==> config.mk <==
export PLATFORM = sky130hd
export DESIGN_NAME = sdram_region_loader
export DESIGN_NICKNAME = d
export VERILOG_FILES = /design/src/rtl/sdram_region_loader.sv
export SDC_FILE = /design/constraint.sdc
export NUM_CORES = 1
export LEC_CHECK = 0
export ABC_AREA = 1
export CAP_MARGIN = 20
export CORE_ASPECT_RATIO = 1.1
export CORE_MARGIN = 4
export CORE_UTILIZATION = 45
export DETAILED_ROUTE_END_ITERATION = 12
export PLACE_DENSITY = 0.81
export SYNTH_ARGS = -nofsm -noshare
export SYNTH_HDL_FRONTEND = slang
export SYNTH_SLANG_ARGS = --single-unit
==> constraint.sdc <==
create_clock -name clk -period 11.8 [get_ports clk]
set_input_delay 2.36 -clock clk [delete_from_list [all_inputs] [get_ports clk]]
set_output_delay 2.36 -clock clk [all_outputs]
set_load 0.03 [all_outputs]
==> src/rtl/sdram_region_loader.sv <==
// rtl/sdram_region_loader.sv - streams SDRAM words into up to NUM_REGIONS on-chip RAMs with read timeout
// Optional running lane checksum on csum when MEM_LOADER_CSUM_EN is defined.
module sdram_region_loader #(
  parameter int                  DATA_W      = 128,
  parameter int                  SDRAM_AW    = 22,
  parameter int                  MEM_AW      = 9,
  parameter int                  NUM_REGIONS = 4,
  parameter logic [SDRAM_AW-1:0] DEF_BASE    = 'h31E000,
  parameter bit                  AUTO_START  = 1'b1,
  parameter int                  TIMEOUT     = 1023
) (
  input  logic                          clk,
  input  logic                          reset,
  input  logic                          start,
  input  logic [SDRAM_AW-1:0]           src_base,
  input  logic [NUM_REGIONS*(MEM_AW+1)-1:0] region_len,
  input  logic                          sdram_wait,
  input  logic                          sdram_ac,
  input  logic [DATA_W-1:0]             sdram_data,
  output logic                          sdram_rd,
  output logic [SDRAM_AW-1:0]           sdram_addr,
  output logic [DATA_W-1:0]             mem_data,
  output logic [MEM_AW-1:0]             mem_addr,
  output logic [NUM_REGIONS-1:0]        mem_wr,
  output logic [2:0]                    cur_region,
  output logic                          busy,
  output logic                          done,
  output logic                          err,
  output logic [31:0]                   csum
);

  localparam int LW = MEM_AW + 1;
  localparam int TW = $clog2(TIMEOUT + 1);
  localparam int RW = (NUM_REGIONS > 1) ? $clog2(NUM_REGIONS) : 1;
  localparam logic [LW-1:0] LEN_MAX = LW'(1) << MEM_AW;

  typedef enum logic [2:0] {IDLE, WAIT_RDY, READ, WRITE, NEXT_REG, DONE, ERROR} state_t;

  state_t                         state_q, state_d;
  logic [NUM_REGIONS-1:0][LW-1:0] len_q, len_d, len_in;
  logic [RW-1:0]                  cur_q, cur_d, first_nz, next_nz;
  logic                           next_found;
  logic [MEM_AW-1:0]              mem_addr_q, mem_addr_d;
  logic [SDRAM_AW-1:0]            sdram_addr_q, sdram_addr_d;
  logic [DATA_W-1:0]              mem_data_q, mem_data_d;
  logic [TW-1:0]                  tmo_q, tmo_d;
  logic                           auto_q;
  logic                           load_go;

  // Auto-start is a one-shot pending start that fires on the first cycle out of reset.
  assign load_go = ((state_q == IDLE) || (state_q == DONE) || (state_q == ERROR)) &&
                   (start || auto_q);

  // Clamp incoming lengths and find the first / next non-empty region (lowest index wins).
  always_comb begin
    len_in     = '0;
    first_nz   = '0;
    next_nz    = '0;
    next_found = 1'b0;
    for (int i = NUM_REGIONS - 1; i >= 0; i--) begin
      len_in[i] = (region_len[i*LW +: LW] > LEN_MAX) ? LEN_MAX : region_len[i*LW +: LW];
      if (len_in[i] != '0) first_nz = RW'(i);
      if ((len_q[i] != '0) && (RW'(i) > cur_q)) begin
        next_nz    = RW'(i);
        next_found = 1'b1;
      end
    end
  end

  always_comb begin
    state_d      = state_q;
    len_d        = len_q;
    cur_d        = cur_q;
    mem_addr_d   = mem_addr_q;
    sdram_addr_d = sdram_addr_q;
    mem_data_d   = mem_data_q;
    tmo_d        = tmo_q;
    if (load_go) begin
      len_d        = len_in;
      cur_d        = first_nz;
      mem_addr_d   = '0;
      sdram_addr_d = auto_q ? DEF_BASE : src_base;
      state_d      = WAIT_RDY;
    end else begin
      case (state_q)
        WAIT_RDY: begin
          if (len_q == '0) begin
            state_d = DONE;
          end else if (!sdram_wait) begin
            tmo_d   = '0;
            state_d = READ;
          end
        end
        READ: begin
          if (sdram_ac) begin
            mem_data_d = sdram_data;
            state_d    = WRITE;
          end else if (tmo_q == TW'(TIMEOUT - 1)) begin
            state_d = ERROR;
          end else begin
            tmo_d = tmo_q + TW'(1);
          end
        end
        WRITE: begin
          sdram_addr_d = sdram_addr_q + SDRAM_AW'(1);
          if ({1'b0, mem_addr_q} == len_q[cur_q] - LW'(1)) begin
            state_d = NEXT_REG;
          end else begin
            mem_addr_d = mem_addr_q + MEM_AW'(1);
            state_d    = WAIT_RDY;
          end
        end
        NEXT_REG: begin
          mem_addr_d = '0;
          if (next_found) begin
            cur_d   = next_nz;
            state_d = WAIT_RDY;
          end else begin
            state_d = DONE;
          end
        end
        default: ;
      endcase
    end
  end

  always_ff @(posedge clk or posedge reset) begin
    if (reset) begin
      state_q      <= IDLE;
      len_q        <= '0;
      cur_q        <= '0;
      mem_addr_q   <= '0;
      sdram_addr_q <= DEF_BASE;
      mem_data_q   <= '0;
      tmo_q        <= '0;
      auto_q       <= AUTO_START;
    end else begin
      state_q      <= state_d;
      len_q        <= len_d;
      cur_q        <= cur_d;
      mem_addr_q   <= mem_addr_d;
      sdram_addr_q <= sdram_addr_d;
      mem_data_q   <= mem_data_d;
      tmo_q        <= tmo_d;
      auto_q       <= 1'b0;
    end
  end

`ifdef MEM_LOADER_CSUM_EN
  logic [31:0] csum_q, csum_d, lane_sum;

  always_comb begin
    lane_sum = '0;
    for (int i = 0; i < DATA_W / 32; i++) lane_sum = lane_sum + mem_data_q[i*32 +: 32];
    csum_d = csum_q;
    if (load_go)                csum_d = '0;
    else if (state_q == WRITE)  csum_d = csum_q + lane_sum;
  end

  always_ff @(posedge clk or posedge reset) begin
    if (reset) csum_q <= '0;
    else       csum_q <= csum_d;
  end

  assign csum = csum_q;
`else
  assign csum = '0;
`endif

  assign sdram_rd   = (state_q == READ);
  assign sdram_addr = sdram_addr_q;
  assign mem_data   = mem_data_q;
  assign mem_addr   = mem_addr_q;
  assign mem_wr     = (state_q == WRITE) ? (NUM_REGIONS'(1) << cur_q) : '0;
  assign cur_region = 3'(cur_q);
  assign busy       = (state_q == WAIT_RDY) || (state_q == READ) ||
                      (state_q == WRITE) || (state_q == NEXT_REG);
  assign done       = (state_q == DONE);
  assign err        = (state_q == ERROR);

endmodule

; Word-level counts from Yosys, hierarchy flattened
; Index checks and enable logic that the tools add are counted.
[word_totals]
regBits = 215
in_bits = 195
word_cells = 114
output_inout_bits = 202
[classes]
n_addsub = 4
n_eq_ne = 15
reduce_logical = 32
magnitude_cmp = 9
n_mux = 41
shifts = 1
bitwise = 1
[ops]
columns = cell, count
row1 = 2-to-1 mux 10 bit, 9
row2 = nonzero test 10 bit, 8
row3 = 2-to-1 mux 22 bit, 3
row4 = > comparator 10 bit (second input constant), 4
row5 = zero test 40 bit, 1
row6 = adder 22 x 1 -> 22 bit (second input constant), 1
row7 = 2-to-1 mux 2 bit, 11
row8 = 2-to-1 mux 3 bit, 7
row9 = binary-select mux 10 bit (select 2 bit), 1
row10 = case mux 10 bit (2 select lines), 1
row11 = 2-to-1 mux 9 bit, 2
row12 = case mux 9 bit (2 select lines), 1
row13 = case mux 3 bit (4 select lines), 1
row14 = adder 10 x 1 -> 10 bit (second input constant), 1
row15 = == test 10 bit (second input constant), 1
row16 = == test 9 x 10 -> 1 bit, 1
row17 = subtractor 10 x 1 -> 10 bit (second input constant), 1
row18 = adder 9 x 1 -> 9 bit (second input constant), 1
row19 = == test 3 bit (second input constant), 3
row20 = inequality test 2 bit (second input constant), 4
row21 = nonzero test 2 bit, 4
row22 = == test 3 x 2 -> 1 bit (second input constant), 2
row23 = logical OR 1 bit, 6
row24 = AND reduction 3 bit, 2
row25 = 17 further kinds, 27

; Longest topological paths before layout
; Gate-level depths: netlist of the first run.
[logic_depth]
word_depth = 9
ltp_mapped = 20
depth_no_buf = 19

; Worst setup path before layout of the first run
; OpenSTA, ideal clock, no wires.
[synth_path]
path_type = reg2out
start = reg state_q[2]
end = out mem_wr[0]
path_stages_with_launch = 5
slack_ns = 7.812
t_arrival_ns = 1.628
n_path_buf = 1
t_required_ns = 9.440
cell_sequence = dfrtp_1 -> clkbuf_1 -> nor3_2 -> inv_1 -> nor2_1
[synth_via]
elab_chain_cells = 2
[synth_rtl]
columns = element, line_no
row1 = "start, declared", 39  ; state_t state_q, state_d;
row2 = "start signal, assigned", 138  ; state_q <= state_d;
row3 = == test 3 x 2 -> 1 bit, 174  ; assign mem_wr = (state_q == WRITE) ? (NUM_REGIONS'(1) << cur_q) : '0;
row4 = 2-to-1 mux 4 bit, 174
row5 = "end, declared", 24  ; output logic [NUM_REGIONS-1:0] mem_wr,
; Every way passes these cells.

; Worst setup path after layout of the first run
[layout_path]
start = in start
end = reg sdram_addr_q[2] (netlist: sdram_addr[2])
[layout_via]
elab_chain_cells = 3
word_cells_on_any_way = 4
cone_classes = mux (1) / reduce/logical (3)
[layout_rtl]
columns = element, line_no
row1 = "start, declared", 14  ; input logic start,
row2 = logical OR 1 bit (*), 52  ; (start || auto_q);
row3 = logical AND 1 bit (*), 51  ; assign load_go = ((state_q == IDLE) || (state_q == DONE) || (state_q == ERROR)) &&
row4 = 2-to-1 mux 22 bit or nonzero test 2 bit (tied branches), -
row5 = "end signal, assigned", 142  ; sdram_addr_q <= sdram_addr_d;
row6 = "end, declared", 44  ; logic [SDRAM_AW-1:0] sdram_addr_q, sdram_addr_d;
; Mark *: on every way between the ends. The rest lies on a longest branch, timed or not.
; A chain may end at the register's enable or synchronous reset.

==> results of run 1 <==
[sequential cells by signal, indices dropped and copies added (netlist names)]
register / count
state_q: 3
sdram_addr: 22
tmo_q: 10
mem_data: 128
mem_addr: 9
cur_q: 2
len_q: 40
auto_q: 1
[power by group]
part / total [mW] / internal, mW / switching, mW
clock: 0.744 / 0.446 / 0.298
sequential: 0.774 / 0.760 / 0.0134
combinational: 0.222 / 0.104 / 0.118
[synthesized netlist by cell type, types with 13 or more instances]
master and number:
nand2_1 592, dfrtp_1 208, inv_1 119, nor2_1 87, nand3_1 63, clkbuf_1 40
buf_4 33, o21ai_0 31, nor3_1 23, nand4_1 21, a21oi_1 19, o22ai_1 15
xnor2_1 13, xor2_1 13
[area by class of cell]
type	instances	area, um^2	share of cell area (%)
multi-input combinational	1002	4590	29.8
tap	305	382	2.48
antenna	6	15.0	0.0974
sequential	215	5390	35.0
clock buffer	37	731	4.74
clock inverter	6	55.1	0.357
timing repair buffer	373	3750	24.3
inverter	128	493	3.20
[per-layer routing]
metal | GRT usage [%] | vias up | wire length, um | share of wire [%]
met2 | 44.1 | 474 | 17500 | 48
met4 | 10.6 | 6 | 1480 | 4.1
met1 | 31.5 | 4918 | 13300 | 36
met5 | 0 | - | 37 | 0.10
li1 | - | 5022 | - | -
met3 | 9.18 | 95 | 4250 | 12
[through the flow]
| step | cell area [um^2] | utilization, % | power, mW | std cells |
|---|---|---|---|---|
| final | 15400 | 65.0 | 1.74 | 2072 |
| after global routing | 15400 | 65.0 | 1.80 | 2069 |
| after CTS | 15300 | 64.7 | 1.76 | 2064 |
| after detailed placement | 14600 | 61.4 | 1.01 | 2021 |
| after global placement | 14600 | 61.4 | 1.00 | 2021 |
| after floorplan | 11000 | - | 0.883 | 1429 |
[final timing paths]
check,from,endpoint,slack (ns),cells past startpoint
worst max-delay path,start,sdram_addr[2],6.40,10
worst min-delay path,mem_data[80],mem_data[80],0.47,2
worst max register to register,state_q[1],sdram_addr[2],8.18,12
worst min register to register,mem_data[80],mem_data[80],0.47,2
max in group asynchronous,reset,mem_data[102],8.14,4
min in group asynchronous,reset,mem_data[4],2.49,2
[logic make-up after synthesis]
group / synth area share, %
AO/OA/AOI/OAI: 5.80
XOR/XNOR: 2.25
adder cells (fa/ha/maj): 0.578
buffers and inverters: 9.00
flip-flops: 49.8
other: 0.0346
AND/OR/NAND/NOR: 32.6
[worst register-to-register path: cells and delay by family, from the launching register on]
kind | cells | cell delay, ns
AND/OR/NAND/NOR | 4 | 1.13
buffers and inverters | 6 | 1.58
AO/OA/AOI/OAI | 2 | 0.41
flip-flops | 1 | 0.40
==> results.md, run 1 <==
* Status: finished, final reports clean
* Vias in the first global route at 10500
* Area grow syn2layout at 42.3%
* GRT Util Overall at 26.5%
* Fraction of layout cells with a size suffix above 1 at between 5 and 6%
* Most frequent cells in the layout: 592 x nand2_1, 363 x clkdlybuf4s50_1, 208 x dfrtp_1
* Max H-tree Level at 1
* Clock Sink Count at roughly 220
* Final setup vio count at 0
* Maximum VDD drop at about 0.096 mV
* Post-Route Skew at ~0.017 ns
* Post-synth ARST share at 100%
* Largest net degree at the start of global routing at approximately 140
* Total Neg Setup Slack at 0 ns
* Top-area cell type share of the netlist area at 48.1%
* Area contributors post-synth: dfrtp_1 48%, nand2_1 21%, inv_1 4.1%, nor2_1 3.0%, nand3_1 2.9%
* Number of synthesized flops with an enable pin at 0
* Max-capacitance violation count at 0
* Clock buffer depth at 3
* DRC marker count from the first detailed-route iteration at around 690
* CP Capture Type: flip-flop
* Setup Fix Bufs, Post-CTS at 0
* CTS tree: done
* Post-detail-place hpwl at ~27000 um
* CP Cell Sequence: clkdlybuf4s50_1 > or2_2 > nand2_1 > buf_4 > inv_2 > buf_4 > nor2_1 > inv_1 > o21ai_0 > inv_1
* Tcrit/Tclk final at between 40% and 50%
* Site Rows at a little under 60
* Post-synth top flop: dfrtp_1
* Ports at slightly below 400
* Core area at ~24000 um^2
* DP Worst Slack at ~6 ns
* Synth warn at 0
* CP Data Arrival Time at between 5 and 6 ns
* DIE WIDTH at between 150 and 200 um
* Final ANT Viol Nets at 0
* Grt ovf at 0
* Synth Instances at 1396
* Final WS setup at ~6.4 ns
* Vias post-DR at roughly 11000
* Post-synthesis cell type count at 49
* Die height at around 170 um
* Buf/Inv on CP at 6
* Yosys reg bits at 215
* Post-synth top area cell: dfrtp_1
* Worst path slowest cell: nor2_1
* Resize count post-CTS at 0
* Syn Area/Cell at 7.76 um^2
* Die Footprint at approximately 27000 um^2
* Hold Slack at approximately 0.47 ns
* Max-slew violations at 0
* Max-slew headroom at the worst pin at around 29%
* Most common cell after layout, fill and taps aside: nand2_1
* Starting Density at between 40% and 50%
* Worst Hold Class: flip-flop to flip-flop
* Total wire length at 36600 um
* Drc violations at 0
* Global-route wire length before repair at 56100 um
* Fillers at 1978
* Buffers on Ports at about 360
* Fmax at 185 MHz
* Leakage power at 7.55 nW
* Clock slew at reported path FFs at 0.06 ns
* Critical Path Start Type: input port
* DRT Pass-1 Iters at 5
* Vias per cell at 5.07
* Pwr dens at 113 nW/um^2
* CP Class: input port to flip-flop
* Worst Max-Slew Pin Slew at ~1.1 ns
* Routed wire length per instance at 17.7 um
* GPL Wtd Cong at roughly 0.92
* Fin crit period at about 5.4 ns
* Final Hold Fails at 0
* Seq/Total Area, Yosys at between 40% and 50%
* Final layout net count at between 1500 and 2000
* RSZ-0062 raised after global routing: false
* Worst skew pair latency at about 0.52 ns
* Crit path max-delay family: buffers and inverters
* Synth Cell Area at around 11000 um^2
* Num CTS Buffers at 24
* Post-CTS Hold Fix Bufs at 0
* CP max FO at slightly above 50
* Data required, critical path at between 10 and 15 ns
* Initial antenna violation count at 6
* CTS root buf: clkbuf_16
* Worst path max stage delay at about 0.86 ns
Power figures use the tool's default switching activity.
==> run 2, diff against run 1 <==
==> constraint.sdc (replaced) <==
create_clock -name clk -period 5.2 [get_ports clk]
set_input_delay 1.04 -clock clk [delete_from_list [all_inputs] [get_ports clk]]
set_output_delay 1.04 -clock clk [all_outputs]
set_load 0.03 [all_outputs]
==> results.md, run 2 (same netlist as run 1, synthesis figures left out) <==
* Fmax at 273 MHz
* Buffers on Ports at 363 (unchanged)
* Drc violations at 0 (unchanged)
* DIE WIDTH at 156 um (unchanged)
* Site Rows at 59 (unchanged)
* Worst Reg2Reg Path Length in Cells at 18 (+6)
* Max H-tree Level at 1 (unchanged)
* Vias per cell at 5.13 (+1.0%)
* Clock Sink Count at 215 (unchanged)
* Worst skew pair latency at 0.52 ns (about the same)
* Total net switching power at 0.979 mW (+130%)
* Vias in the first global route at 10500 (-0.40%)
* Vias post-DR at 10600 (+1.0%)
* Max-slew violations at 0 (unchanged)
* Die height at 171 um (unchanged)
* Final setup vio count at 0 (unchanged)
* Fillers at 1965 (-0.66%)
* Largest net degree at the start of global routing at 172 (+24%)
* Data required, critical path at 4.16 ns (-8.04 ns)
* Starting Density at 45.7% (unchanged)
* DRC marker count from the first detailed-route iteration at 652 (-5.0%)
* Final WS setup at 1.54 ns (-4.86 ns)
* Setup Fix Bufs, Post-CTS at 0 (unchanged)
* Leakage power at 7.54 nW (-0.20%)
* Worst Max-Slew Pin Slew at 1.06 ns (+0.00446 ns)
* Clock network power share at 43.5% (+0.7 points)
* Worst Hold Class: flip-flop to flip-flop
* CP Class: flip-flop to output port
* Final layout net count at 1944 (unchanged)
* CTS root buf: clkbuf_16
* R2R Path End: state_q[0]
* Routed wire length per instance at 17.7 um (+0.52%)
* Initial antenna violation count at 10 (+4)
* Total Neg Setup Slack at 0 ns (unchanged)
* CP max FO at 20 (-61%)
* Pwr dens at 259 nW/um^2 (+130%)
* Post-Route Skew at 0.0182 ns (+0.000967 ns)
* CP Capture Type: output port
* CP Data Arrival Time at 2.62 ns (-3.18 ns)
* Max-slew headroom at the worst pin at 29.2% (-0.037 points)
* Max-capacitance violation count at 0 (unchanged)
* Post-detail-place hpwl at 27100 um (-0.31%)
* Die Footprint at 26600 um^2 (unchanged)
* Resize count post-CTS at 0 (unchanged)
* Clock slew at reported path FFs at 0.06 ns (about the same)
* Area grow syn2layout at 42.3% (about the same)
* Final ANT Viol Nets at 0 (unchanged)
* Num CTS Buffers at 24 (unchanged)
* Critical Path Start Type: flip-flop
* CTS tree: done
* Sequential share of power at 43.9% (-0.6 points)
* Final Hold Fails at 0 (unchanged)
* RSZ-0062 raised after global routing: false
* Combinational share of power at 12.6% (-0.2 points)
* Max reg flops at 128 (unchanged)
* Global-route wire length before repair at 56400 um (+0.55%)
* Setup crit end: mem_wr[2]
* Maximum VDD drop at 0.261 mV (+170%)
* Sw Ratio at 24.5% (-0.19 points)
* Fin crit period at between 3 and 4 ns
* Clock buffer depth at 3 (unchanged)
* Total wire length at 36800 um (+0.52%)
* FF-to-FF Start: cur_q[0]
* Ports at 397 (unchanged)
* Core area at 23700 um^2 (unchanged)
* Flop2flop setup slack at 1.95 ns (-6.23 ns)
* Most frequent cells in the layout: 592 x nand2_1, 363 x clkdlybuf4s50_1, 208 x dfrtp_1
* Tcrit/Tclk final at a little over two thirds
* Pint at 3.02 mW (+130%)
* Fraction of layout cells with a size suffix above 1 at 5.63% (-0.044 points)
* Crit path launch: cur_q[1]
* DRT Pass-1 Iters at 5 (unchanged)
* Status: finished, final reports clean
* DP Worst Slack at 1.28 ns (-4.64 ns)
* Grt ovf at 0 (unchanged)
* GRT Util Overall at 26.5% (+0.052 points)
* GPL Wtd Cong at 0.963 (+5.2%)
* Post-CTS Hold Fix Bufs at 0 (unchanged)
* Most common cell after layout, fill and taps aside: nand2_1
run 2: layout make-up:
type	instances	area, um^2	share of cell area (%)
clock buffer	31	678	4.40
clock inverter	8	115	0.747
multi-input combinational	1002	4590	29.8
inverter	128	488	3.17
tap	305	382	2.48
sequential	215	5390	35.0
timing repair buffer	373	3730	24.2
antenna	10	25.0	0.162
run 2: critical path, cell delays in order (launching register included):
cell and delay [ns]:
dfrtp_1 0.81, inv_4 0.20, nor2_1 0.17, inv_1 0.08, nor2_1 0.15, clkdlybuf4s50_1 0.70
run 2: stage by stage:
| stage | hold slack (ns) | power (mW) | instances | cell area (um^2) | util, % |
|---|---|---|---|---|---|
| 6_report | 0.467 | 4.00 | 2072 | 15400 | 65.0 |
| 3_5_place_dp | 0.458 | 2.29 | 2022 | 14600 | 61.5 |
| 5_1_grt | 0.479 | 4.14 | 2070 | 15400 | 65.0 |
| 3_3_place_gp | 0.453 | 2.28 | 2022 | 14600 | 61.5 |
| 4_1_cts | 0.471 | 4.03 | 2061 | 15400 | 64.9 |
| 2_1_floorplan | 0.472 | 2.01 | 1429 | 11000 | - |
run 2: worst min path at each step:
stage	slack, ns	from	to	cells after the start
global placement	0.45	mem_data[113]	mem_data[113]	2
floorplan	0.47	len_q[4]	len_q[4]	2
detailed placement	0.46	mem_data[24]	mem_data[24]	2
finish	0.47	mem_data[108]	mem_data[108]	2
CTS	0.47	mem_data[45]	mem_data[45]	2
global route	0.48	mem_data[45]	mem_data[45]	2
run 2: power by group through the flow:
stage               clock network [mW]  registers, mW  logic [mW]
floorplan                            0           1.88       0.121
finish                            1.74           1.75       0.502
CTS                               1.77           1.75       0.507
global placement                     0           1.78       0.501
detailed placement                   0           1.78       0.503
global route                      1.84           1.76       0.535
run 2: per-layer routing:
layer	track usage, %	wire (um)	part of all wire, %
met1	32.7	14200	39
met2	43.6	17800	48
met5	0	20	0.054
met4	10.9	1470	4.0
met3	8.10	3280	8.9
